===== config.mk =====
export PLATFORM = sky130hd
export DESIGN_NAME = osc_period_meter
export DESIGN_NICKNAME = d
export VERILOG_FILES = /design/src/rtl/osc_period_meter.sv
export SDC_FILE = /design/constraint.sdc
export NUM_CORES = 1
export LEC_CHECK = 0
export BUFFER_PORTS_ARGS = -buffer_cell sky130_fd_sc_hd__buf_2
export CORE_ASPECT_RATIO = 0.75
export CORE_MARGIN = 8
export CORE_UTILIZATION = 52
export DETAILED_ROUTE_END_ITERATION = 8
export GPL_TIMING_DRIVEN = 0
export PLACE_DENSITY = 0.73
export SKIP_CTS_REPAIR_TIMING = 1
export SLEW_MARGIN = 20
export SYNTH_ARGS = -nofsm -noshare
export SYNTH_HDL_FRONTEND = slang
export SYNTH_SLANG_ARGS = --single-unit

===== constraint.sdc =====
create_clock -name clk -period 4.8 [get_ports clk]
set_input_delay 0.24 -clock clk [delete_from_list [all_inputs] [get_ports clk]]
set_output_delay 0.24 -clock clk [all_outputs]
set_load 0.005 [all_outputs]

===== src/rtl/osc_period_meter.sv =====
// rtl/osc_period_meter.sv - measures period and high time of an asynchronous oscillation in clk cycles
module osc_period_meter #(
    parameter int W = 8
) (
    input  logic         clk,
    input  logic         reset,
    input  logic         osc,
    input  logic         en,
    output logic [W-1:0] period,
    output logic [W-1:0] high,
    output logic         valid,
    output logic         timeout
);

    typedef enum logic [1:0] {IDLE, WAIT_LOW, ARM, MEAS} state_t;

    localparam logic [W-1:0] CNT_MAX = '1;

    state_t       state;
    logic         s1, s2, sp;
    logic [1:0]   primed;
    logic [W-1:0] cnt_p, cnt_h;
    logic         lvl, rise;

    assign lvl  = s2;
    assign rise = s2 & ~sp;

    always_ff @(posedge clk or posedge reset) begin
        if (reset) begin
            state   <= IDLE;
            s1      <= 1'b0;
            s2      <= 1'b0;
            sp      <= 1'b0;
            primed  <= 2'b00;
            cnt_p   <= '0;
            cnt_h   <= '0;
            period  <= '0;
            high    <= '0;
            valid   <= 1'b0;
            timeout <= 1'b0;
        end else begin
            s1      <= osc;
            s2      <= s1;
            sp      <= s2;
            // The synchronizer holds stale zeros for two cycles after reset; an osc
            // already high must not be mistaken for low during that window.
            primed  <= {primed[0], 1'b1};
            valid   <= 1'b0;
            timeout <= 1'b0;
            if (!en) begin
                state <= IDLE;
                cnt_p <= '0;
                cnt_h <= '0;
            end else begin
                case (state)
                    IDLE: begin
                        cnt_p <= '0;
                        cnt_h <= '0;
                        state <= WAIT_LOW;
                    end
                    WAIT_LOW: begin
                        if (!lvl && primed[1]) state <= ARM;
                    end
                    ARM: begin
                        if (rise) begin
                            cnt_p <= '0;
                            cnt_h <= '0;
                            state <= MEAS;
                        end
                    end
                    MEAS: begin
                        if (rise) begin
                            period <= cnt_p;
                            high   <= cnt_h;
                            valid  <= 1'b1;
                            cnt_p  <= '0;
                            cnt_h  <= '0;
                        end else if (cnt_p == CNT_MAX) begin
                            timeout <= 1'b1;
                            cnt_p   <= '0;
                            cnt_h   <= '0;
                            state   <= WAIT_LOW;
                        end else begin
                            cnt_p <= cnt_p + 1'b1;
                            if (lvl) cnt_h <= cnt_h + 1'b1;
                        end
                    end
                    default: state <= IDLE;
                endcase
            end
        end
    end

endmodule


==> impl_summary.txt <==
----------------------------------------------------
[Routing]
  Routed len/inst ... around 14 um
  Drc violations ... 0
  Number of detailed-route iterations in the first pass ... 4
  Detailed Route WL ... between 3 and 4 mm
  Number of nets with antenna violations after detailed routing ... 0
  Routed vias/inst ... 5.41
  Total vias in the final route ... 1,439
  Violation count after the first detailed-routing iteration ... around 80

[Floorplanning]
  Die X ... roughly 85 um
  Die height ... approximately 68 um
  Row Count ... 19
  Number of top-level pins ... 22
  Starting density of the core ... 52.6%
  Total die area ... 5780 um^2
  Area of the placeable core ... 3540 um^2

[Pwr]
  Cell Pwr Density ... 327 nW/um^2
  Peak supply drop ... 233 uV
  Total leakage power ... 1.11 nW

[Worst setup path]
  Reg-to-reg critical path startpoint ... state[0]
  Worst setup startpoint ... state[0]
  Type of the worst setup path ... flop to flop
  Setup slack of the worst register-to-register path ... slightly below 3 ns
  WP buf/inv ... 1
  Crit start category ... flop
  Slowest cell on the critical path ... sky130_fd_sc_hd__dfrtp_1
  Required time of the worst setup path ... 4.98 ns
  Endpoint kind of the worst setup timing path ... flop
  Crit-path leading delay family ... simple AND/OR/NAND/NOR gates
  Data arrival time at the worst-slack endpoint ... 2.07 ns
  Series of cell instances along the critical path ... inv_1 > ha_1 > nor4b_1 > a31o_1 > nand4bb_1 > nand2b_1 > o21ai_1
  Biggest cell delay along the critical path ... 0.39 ns
  Maximum fanout count along the critical path ... 6

[Worst hold path]
  Hold path start ... osc
  Worst hold path type ... input pin to flop

[STA]
  Maximum clock skew at final layout ... about 0.0053 ns
  Min cycle time layout ... between 1.5 and 2 ns
  Minimum hold slack ... 0.0549 ns
  Final count of hold timing violations ... 0
  Period utilization ... 39.5%
  Unrepaired setup endpoints after global routing ... no
  Setup WS post-layout ... 2.90 ns
  Final Slew Violations ... 0
  Count of endpoints failing setup in the final report ... 0
  Fmax achieved ... roughly 530 MHz
  Accumulated negative setup slack ... 0 ns

[Yosys]
  Post-synth cell types ... 36
  Part of the Yosys area used for sequential elements ... 55.0%
  Cell types occupying the most area after synthesis ... sky130_fd_sc_hd__dfrtp_1 55%, sky130_fd_sc_hd__nand2_1 12%, sky130_fd_sc_hd__o21ai_1 4.8%
  YS warnings ... 0
  Yosys top cell area share ... 55.0%
  Mapped cell area ... 1860 um^2
  Largest area contributor in the synthesized netlist ... sky130_fd_sc_hd__dfrtp_1
  Post-Syn Area per Cell ... 9.56 um^2
  Nets in the synthesized netlist ... just over 200
  Number of standard cells after synthesis ... around 200
  Number of flip-flops and latches in the synthesized netlist ... 41

[Finish]
  Post-route insts no fill ... 266
  Area grow syn2layout ... 14.2%
  Layout Nets ... around 230
  Number of inserted diodes ... 0
  Layout cells sized above 1 ... between 15 and 20%

[Clocking]
  Buffer levels on the longest clock path ... 2
  Number of buffers added by the clock tree synthesis step ... 5
  Cell at the root of the clock tree ... sky130_fd_sc_hd__clkbuf_8
  Maximum level of the CTS H-tree ... 2
  Clock-pin slew reported for the worst setup and hold paths after clock tree synthesis ... 0.08 ns
  Total number of clock tree sinks ... 41
  Clock latency of the later-clocked register in the worst-skew pair ... 0.29 ns
  CTS tree ... yes

[Place]
  Routability-driven placement congestion ratio ... 0.776
  Placed Cells ... 258
  Port-buffer cells ... 20
  Detailed Place HPWL ... 2.57 mm
  Worst-case setup slack after placement ... about 3 ns

[GRT]
  First-pass GRT wire length ... 6.18 mm
  Combined global-route utilization of all metal layers ... 13.7%
  Number of antenna violations at the first check in global routing ... 0
  Global route total overflow ... 0
  Via count of the first global-routing pass ... 1,358
  Pin count of the biggest net entering global routing ... 36

[Status]
  Run status ... complete, no violations

[Run]
  Number of max-capacitance violations reported ... 0

----------------------------------------------------
-- report_power, final --
group | internal (mW) | total (mW) | switching [mW]
logic | 0.0403 | 0.115 | 0.0747
registers | 0.357 | 0.368 | 0.0111
clock network | 0.101 | 0.213 | 0.113
total | 0.498 | 0.696 | 0.198
-- flip-flops by register name, summed over array words and instances (netlist names) --
signal,flops
sp,1
lvl,1
valid,1
primed,2
high,8
s1,1
cnt_p,8
period,8
cnt_h,8
timeout,1
state,2
-- metrics by stage --
stage / power, mW / util [%] / instance area (um^2)
after floorplan: 0.458 / - / 1860
after global placement: 0.482 / 56.9 / 2020
after detailed placement: 0.490 / 57.5 / 2040
after CTS: 0.705 / 59.8 / 2120
after global routing: 0.739 / 60.1 / 2130
final: 0.696 / 60.1 / 2130
-- synth_stat cells --
library cell,instances
sky130_fd_sc_hd__dfrtp_1,41
sky130_fd_sc_hd__nor2b_1,5
sky130_fd_sc_hd__o41ai_1,1
sky130_fd_sc_hd__o211ai_1,1
sky130_fd_sc_hd__nor4b_1,1
sky130_fd_sc_hd__ha_1,6
sky130_fd_sc_hd__o31ai_1,7
sky130_fd_sc_hd__o41a_1,1
sky130_fd_sc_hd__a21oi_1,1
sky130_fd_sc_hd__nand4_1,1
sky130_fd_sc_hd__conb_1,1
sky130_fd_sc_hd__nand4bb_1,1
sky130_fd_sc_hd__nor3_1,1
sky130_fd_sc_hd__and3_1,4
sky130_fd_sc_hd__buf_4,1
sky130_fd_sc_hd__nand2b_1,3
sky130_fd_sc_hd__nand4b_1,1
sky130_fd_sc_hd__or2_0,1
sky130_fd_sc_hd__inv_2,1
sky130_fd_sc_hd__nand4_2,1
sky130_fd_sc_hd__o21ai_0,3
sky130_fd_sc_hd__a31o_1,1
sky130_fd_sc_hd__o41ai_2,1
sky130_fd_sc_hd__a31oi_1,2
sky130_fd_sc_hd__nor2_1,8
sky130_fd_sc_hd__inv_1,6
sky130_fd_sc_hd__o2111ai_2,1
sky130_fd_sc_hd__nand3_1,6
sky130_fd_sc_hd__clkbuf_1,1
sky130_fd_sc_hd__o211ai_2,1
sky130_fd_sc_hd__o21ai_1,18
sky130_fd_sc_hd__o21bai_2,1
sky130_fd_sc_hd__nand2_1,61
sky130_fd_sc_hd__and4_1,1
sky130_fd_sc_hd__nand2b_2,1
sky130_fd_sc_hd__buf_2,3
-- worst paths after layout --
| kind | endpoint | cells after the start |
|---|---|---|
| min | s1 | 1 |
| min in group asynchronous | high[3] | 3 |
| min reg2reg | lvl | 0 |
| max in group asynchronous | state[1] | 4 |
| max reg2reg | cnt_h[4] | 7 |
| max | cnt_h[4] | 7 |
-- routing by layer --
| metal | GRT usage [%] | vias up | routed length [um] |
|---|---|---|---|
| met5 | 0 | - | 0 |
| met4 | 5.96 | 0 | 55 |
| met3 | 4.32 | 7 | 156 |
| met2 | 20.7 | 23 | 1470 |
| met1 | 17.9 | 691 | 1970 |
| li1 | - | 718 | - |
-- cell usage in the layout, fill, tap and decap left out, drive strengths merged, types with 2 or more instances in the layout --
cell type / count
nor2b: 5
o211ai: 2
buf: 25
clkbuf: 7
o21ai: 21
nand2: 61
nor2: 8
a31oi: 2
inv: 7
nand4: 2
and3: 4
dfrtp: 41
ha: 6
o31ai: 7
nand2b: 4
nand3: 6
o41ai: 2
-- cells by family (layout without fill, tap and decap cells) --
family | Yosys count | in the layout | synth area share [%]
simple gates | 96 | 96 | 23.6
flops | 41 | 41 | 55.0
compound gates | 39 | 39 | 14.3
buf+inv | 12 | 41 | 2.82
fa+ha+maj | 6 | 6 | 4.03
other cells | 1 | 1 | 0.201
-- area by class of cell --
cell class / instances / area [um^2]
Multi-Input combinational cell: 142 / 786
Inverter: 7 / 26.3
Fill cell: 310 / 1410
Buffer: 5 / 26.3
Timing Repair Buffer: 22 / 130
Tap cell: 42 / 52.6
Sequential cell: 41 / 1030
Clock inverter: 1 / 8.76
Clock buffer: 6 / 72.6
(Power assumes the default switching activity.)
